$ cat src/rtl/status_tx_pkg.sv
// Shared types and constants for the status telemetry UART link.
// Frame layout: header, flag byte, count high, count low, XOR checksum.
package status_tx_pkg;

  localparam logic [7:0] FRAME_HDR = 8'hA5;
  localparam int         FRAME_LEN = 5;

  // Bit positions inside the flag byte B1
  localparam int FLAG_IR   = 0;
  localparam int FLAG_GAS  = 1;
  localparam int FLAG_FIRE = 2;
  localparam int FLAG_W    = 3;

  typedef enum logic [2:0] {
    F_IDLE,
    F_LOAD,
    F_SEND,
    F_WAIT,
    F_DONE
  } frame_state_t;

  typedef enum logic [1:0] {
    T_IDLE,
    T_START,
    T_DATA,
    T_STOP
  } byte_state_t;

  typedef struct packed {
    logic [FLAG_W-1:0] flags;
    logic [13:0]       count;
  } status_snap_t;

  typedef logic [FRAME_LEN-1:0][7:0] frame_t;

  function automatic frame_t build_frame(input status_snap_t s);
    frame_t f;
    f[0] = FRAME_HDR;
    f[1] = {5'b0, s.flags};
    f[2] = {2'b0, s.count[13:8]};
    f[3] = s.count[7:0];
    f[4] = f[1] ^ f[2] ^ f[3];
    return f;
  endfunction

endpackage

$ cat src/rtl/uart_tx_byte.sv
// 8N1 byte serializer, LSB first; each bit is held for DIV clock cycles.
// done is high during the last cycle of the stop bit.
module uart_tx_byte
  import status_tx_pkg::*;
#(
  parameter int DIV = 16
) (
  input  logic       clk,
  input  logic       reset,
  input  logic       start,
  input  logic [7:0] data,
  output logic       tx,
  output logic       done
);

  localparam int CW = (DIV > 1) ? $clog2(DIV) : 1;

  byte_state_t   st;
  logic [CW-1:0] cnt;
  logic [7:0]    sh;
  logic [2:0]    bitn;
  logic          bit_end;

  assign bit_end = (cnt == CW'(DIV - 1));
  assign done    = (st == T_STOP) && bit_end;

  always_ff @(posedge clk or negedge reset) begin
    if (!reset) begin
      st   <= T_IDLE;
      cnt  <= '0;
      sh   <= '0;
      bitn <= '0;
      tx   <= 1'b1;
    end else begin
      cnt <= (st == T_IDLE || bit_end) ? '0 : cnt + 1'b1;
      case (st)
        T_IDLE: begin
          if (start) begin
            sh <= data;
            tx <= 1'b0;
            st <= T_START;
          end
        end
        T_START: begin
          if (bit_end) begin
            tx   <= sh[0];
            bitn <= '0;
            st   <= T_DATA;
          end
        end
        T_DATA: begin
          // sh[0] is always the bit currently on the line
          if (bit_end) begin
            if (bitn == 3'd7) begin
              tx <= 1'b1;
              st <= T_STOP;
            end else begin
              tx   <= sh[1];
              sh   <= {1'b0, sh[7:1]};
              bitn <= bitn + 1'b1;
            end
          end
        end
        T_STOP: begin
          if (bit_end) st <= T_IDLE;
        end
        default: st <= T_IDLE;
      endcase
    end
  end

endmodule

$ cat src/rtl/status_uart_tx.sv
// Telemetry frame sender: snapshots sensor flags and event count into a
// 5-byte frame, sent periodically and on each new gas/fire alarm edge.
module status_uart_tx
  import status_tx_pkg::*;
#(
  parameter int CLK_HZ     = 100_000_000,
  parameter int BAUD       = 9600,
  parameter int PERIOD_CYC = 100_000_000
) (
  input  logic        clk,
  input  logic        reset,
  input  logic [13:0] count,
  input  logic        ir,
  input  logic        gas_in,
  input  logic        fire,
  output logic        tx,
  output logic        busy,
  output logic        frame_done
);

  localparam int DIV = CLK_HZ / BAUD;
  localparam int TW  = (PERIOD_CYC > 1) ? $clog2(PERIOD_CYC) : 1;

  logic [FLAG_W-1:0] flag_raw, flag_s1, flag_s;
  logic [1:0]        alarm_now, alarm_d;
  logic              alarm_rise;

  assign flag_raw[FLAG_IR]   = ir;
  assign flag_raw[FLAG_GAS]  = gas_in;
  assign flag_raw[FLAG_FIRE] = fire;
  assign alarm_now  = {flag_s[FLAG_FIRE], flag_s[FLAG_GAS]};
  assign alarm_rise = |(alarm_now & ~alarm_d);

  always_ff @(posedge clk or negedge reset) begin
    if (!reset) begin
      flag_s1 <= '0;
      flag_s  <= '0;
      alarm_d <= '0;
    end else begin
      flag_s1 <= flag_raw;
      flag_s  <= flag_s1;
      alarm_d <= alarm_now;
    end
  end

  logic [TW-1:0] tmr;
  logic          tmr_wrap;
  logic          trig;

  assign tmr_wrap = (tmr == TW'(PERIOD_CYC - 1));
  assign trig     = tmr_wrap | alarm_rise;

  always_ff @(posedge clk or negedge reset) begin
    if (!reset) tmr <= '0;
    else        tmr <= tmr_wrap ? '0 : tmr + 1'b1;
  end

  frame_state_t fst;
  frame_t       frm;
  status_snap_t snap;
  logic [2:0]   idx;
  logic         pending;
  logic         byte_start;
  logic         byte_done;
  logic [7:0]   byte_data;

  assign snap      = '{flags: flag_s, count: count};
  assign byte_data = frm[idx];

  always_ff @(posedge clk or negedge reset) begin
    if (!reset) begin
      fst        <= F_IDLE;
      frm        <= '0;
      idx        <= '0;
      pending    <= 1'b0;
      busy       <= 1'b0;
      frame_done <= 1'b0;
      byte_start <= 1'b0;
    end else begin
      pending    <= pending | trig;
      frame_done <= 1'b0;
      byte_start <= 1'b0;
      case (fst)
        F_IDLE: begin
          if (pending) begin
            busy <= 1'b1;
            fst  <= F_LOAD;
          end
        end
        F_LOAD: begin
          // A trigger landing on this cycle must survive the clear
          pending    <= trig;
          frm        <= build_frame(snap);
          idx        <= '0;
          byte_start <= 1'b1;
          fst        <= F_SEND;
        end
        F_SEND: fst <= F_WAIT;
        F_WAIT: begin
          if (byte_done) begin
            if (idx == 3'(FRAME_LEN - 1)) begin
              busy       <= 1'b0;
              frame_done <= 1'b1;
              fst        <= F_DONE;
            end else begin
              idx        <= idx + 1'b1;
              byte_start <= 1'b1;
              fst        <= F_SEND;
            end
          end
        end
        F_DONE:  fst <= F_IDLE;
        default: fst <= F_IDLE;
      endcase
    end
  end

  uart_tx_byte #(.DIV(DIV)) u_byte (
    .clk   (clk),
    .reset (reset),
    .start (byte_start),
    .data  (byte_data),
    .tx    (tx),
    .done  (byte_done)
  );

endmodule
$ cat config.mk
export PLATFORM = sky130hd
export DESIGN_NAME = status_uart_tx
export DESIGN_NICKNAME = d
export VERILOG_FILES = /design/src/rtl/status_tx_pkg.sv /design/src/rtl/uart_tx_byte.sv /design/src/rtl/status_uart_tx.sv
export SDC_FILE = /design/constraint.sdc
export NUM_CORES = 1
export LEC_CHECK = 0
export BUFFER_PORTS_ARGS = -buffer_cell sky130_fd_sc_hd__clkbuf_2
export CORE_AREA = 2 2 116 84
export CTS_CLUSTER_DIAMETER = 80
export DETAILED_ROUTE_END_ITERATION = 10
export DIE_AREA = 0 0 118 86
export PLACE_DENSITY = 0.71
export SYNTH_ARGS = -nofsm -noshare
export SYNTH_HDL_FRONTEND = slang
export SYNTH_SLANG_ARGS = --single-unit
$ cat constraint.sdc
create_clock -name clk -period 3.4 [get_ports clk]
set_input_delay 0 -clock clk [delete_from_list [all_inputs] [get_ports clk]]
set_output_delay 0 -clock clk [all_outputs]
set_load 0.02 [all_outputs]
==> flow_metrics.py <==
metrics = {
    "run_status": {
        "status": "complete, no violations",
    },
    "global_route": {
        "grt_pass1_wl_um": 16700,
        "grtUsageTotal_pct": 20.7,
        "grt_max_degree": 85,
        "grt.overflow.total": 0,
        "grt_pass1_vias": 3358,
        "antenna_found_initial": 0,
    },
    "yosys": {
        "syn_area_um2": 4800,
        "syn-num-nets": 477,
        "synth.avg_cell_area_um2": 10.7,
        "synth-edff-count": 0,
        "ys_ff_latch": 97,
        "syn_inst": 448,
        "synth_cell_types": 57,
        "ys_seq_area_share_pct": 50.6,
        "synthFlopType": "dfrtp_1",
        "async_flop_share_pct": 100,
        "ys_warn_count": 0,
    },
    "clock_network": {
        "post_cts_resize_count": 0,
        "htree_levels": 3,
        "cts-root-buf": "clkbuf_16",
        "numClockSinks": 97,
        "post_cts_buffers": 0,
        "cts_tree": "yes",
        "clk_pin_slew_ps": 70,
        "numCtsBuffers": 9,
        "cts_buffer_depth": 2,
        "insertion_delay_ps": 350,
    },
    "job": {
        "drv_cap": 0,
    },
    "setup_path": {
        "rrSetupSlack_ps": 1000,
        "slowest_stage": "ha_1",
        "worstPathCellList": "inv_1, ha_1, nand2_1, and2_1, o21ai_1, mux2_2",
        "crit_start": "u_byte.st[0]",
        "rr_endpoint": "u_byte.sh[1]",
        "critical_path_class": "reg2reg",
        "crit_path_end_kind": "flip-flop",
        "path_max_fanout": 23,
        "worst_ep_required_time_ps": 3630,
        "cp.arrival_ps": 2630,
        "r2r-start": "u_byte.st[0]",
        "reg2reg_depth": 6,
        "startpoint_type": "flip-flop",
        "slowest_delay_ps": 630,
    },
    "power_and_ir_drop": {
        "ir_drop_v": 0.000361,
        "power_density_nw_per_um2": 536,
        "p_total_uw": 2920,
        "cellLeakagePower_uw": 0.00235,
    },
    "detailed_routing": {
        "drc": 0,
        "vias_per_cell": 5.62,
        "vias": 3431,
        "drt_iter0_markers": 218,
        "firstDrtPassIters": 4,
        "wl_per_cell_um": 15.5,
        "ant_nets": 0,
        "routed_wl_um": 9490,
    },
    "finish": {
        "fill_cells": 752,
        "area_growth_pct": 13.4,
        "ff_latch_area_um2": 2430,
        "multi_input_area_um2": 2230,
        "antenna_cells": 0,
        "final_common_cell": "dfrtp_1",
        "nets": 511,
        "layout-drive-gt1-share_pct": 15.4,
        "layout_common_cells": "dfrtp_1, nand2_1, nor2_1",
    },
    "sta": {
        "setup_ws_ps": 998,
        "rsz0062_at_grt": "false",
        "fmax_mhz": 416,
        "worst_pin_slew_ps": 1200,
        "maxSlewViolCount": 0,
        "post-route-min-period_ps": 2400,
        "slew-limit-headroom_pct": 19.8,
        "fin_tns_setup_ps": 0,
        "min_period_over_period_pct": 70.7,
        "finalHoldViolCount": 0,
        "setup_viol": 0,
        "clock_skew_ps": 6.30,
    },
    "worst_hold_path": {
        "holdPathStages": 2,
        "holdPathEnd": "flag_s1[1]",
        "hp-start": "gas_in",
        "hp-class": "in2reg",
    },
    "floorplan": {
        "initial_utilization_pct": 53.5,
        "die_area_um2": 10100,
        "io_pins": 22,
        "rows": 29,
        "die_h_um": 86,
        "die_w_um": 118,
        "core_um2": 8960,
    },
    "placement": {
        "dp_hpwl_um": 6460,
        "placement.io_buffers": 21,
        "pre_cts_slack_ps": 1030,
        "place_congestion": 0.815,
    },
}
[report_power, final]
part	switching, uW	internal [uW]
sequential	92.6	1280
combinational	320	256
clock	458	508
total	871	2050
[cell families after synthesis]
family | count (synthesis) | share of synthesized area [%]
muxes | 32 | 7.90
buffers and inverters | 28 | 2.95
AOI/OAI and AO/OA | 72 | 9.02
adders and majority gates | 10 | 2.61
and+or+nand+nor | 175 | 20.7
DFF | 97 | 50.6
xor gates and xnor gates | 34 | 6.21
[worst max-delay path, delay by kind of cell (launching register included)]
kind | cells | cell delay, ps
simple gates | 2 | 480
flops | 1 | 400
buf+inv | 1 | 110
fa+ha+maj | 1 | 630
mux | 1 | 390
compound gates | 1 | 270
[sequential cells by signal, summed over array words and instances, names as in the netlist, 2 cells and up]
name         count
flag_s           3
fst              3
flag_s1          3
frm             24
tmr             27
u_byte.sh        8
alarm_d          2
idx              3
u_byte.cnt      14
u_byte.bitn      3
u_byte.st        2
[through the flow]
stage / instance area [um2] / hold WS (ps) / std cells / utilization [%]
2_1_floorplan: 4800 / -296 / 448 / -
3_3_place_gp: 4970 / 109 / 577 / 55.5
3_5_place_dp: 4970 / 110 / 577 / 55.5
4_1_cts: 5440 / 276 / 611 / 60.7
5_1_grt: 5440 / 287 / 611 / 60.7
6_report: 5440 / 291 / 611 / 60.7
[routing by layer]
| layer | global-route usage [%] | up-vias | wire length, um |
|---|---|---|---|
| li1 | - | 1673 | - |
| met1 | 30.3 | 1686 | 4670 |
| met2 | 30.3 | 61 | 4270 |
| met3 | 5.65 | 11 | 430 |
| met4 | 6.24 | 0 | 121 |
| met5 | 0 | - | 0 |
[cell usage after synthesis, drive strengths merged, types with 2 or more instances]
cell	n	area share, %
nand3	15	1.7
nor3	7	0.83
o211ai	2	0.31
mux2	24	5.7
nand4	16	2.7
buf	10	1.5
xnor2	15	2.7
clkbuf	8	0.63
and3	9	1.2
and4	7	1.3
or3	7	0.91
dfrtp	96	50
mux4	2	0.94
and2	5	0.65
inv	10	0.78
nand2b	5	0.65
nand3b	11	1.7
nor2	29	2.3
o21ai	27	2.8
a21oi	19	2.0
a21o	2	0.31
xor2	19	3.5
or4	4	0.63
nor2b	3	0.39
a22o	3	0.55
o22ai	3	0.39
o221ai	2	0.37
nand2	45	3.5
ha	10	2.6
o31ai	5	0.78
nor3b	3	0.47
nor4	6	1.2
mux2i	6	1.3
[repair_timing]
item,CTS,global route
setup endpoints to repair,0,0
hold endpoints to repair,105,0
hold buffers,18,0
[worst max-delay path by stage]
stage                        end  cells past startpoint
floorplan           u_byte.sh[0]                      6
global placement    u_byte.sh[7]                      6
detailed placement  u_byte.sh[1]                      6
CTS                 u_byte.sh[1]                      6
global route        u_byte.sh[6]                      6
finish              u_byte.sh[1]                      6
[layout make-up]
cell class	count	area share (%)
timing repair buffer	41	5.57
inverter	10	0.690
tap	124	2.85
clock inverter	7	1.13
multi-input combinational	323	41.0
clock buffer	9	4.14
sequential	97	44.7
Power figures use the tool's default switching activity.
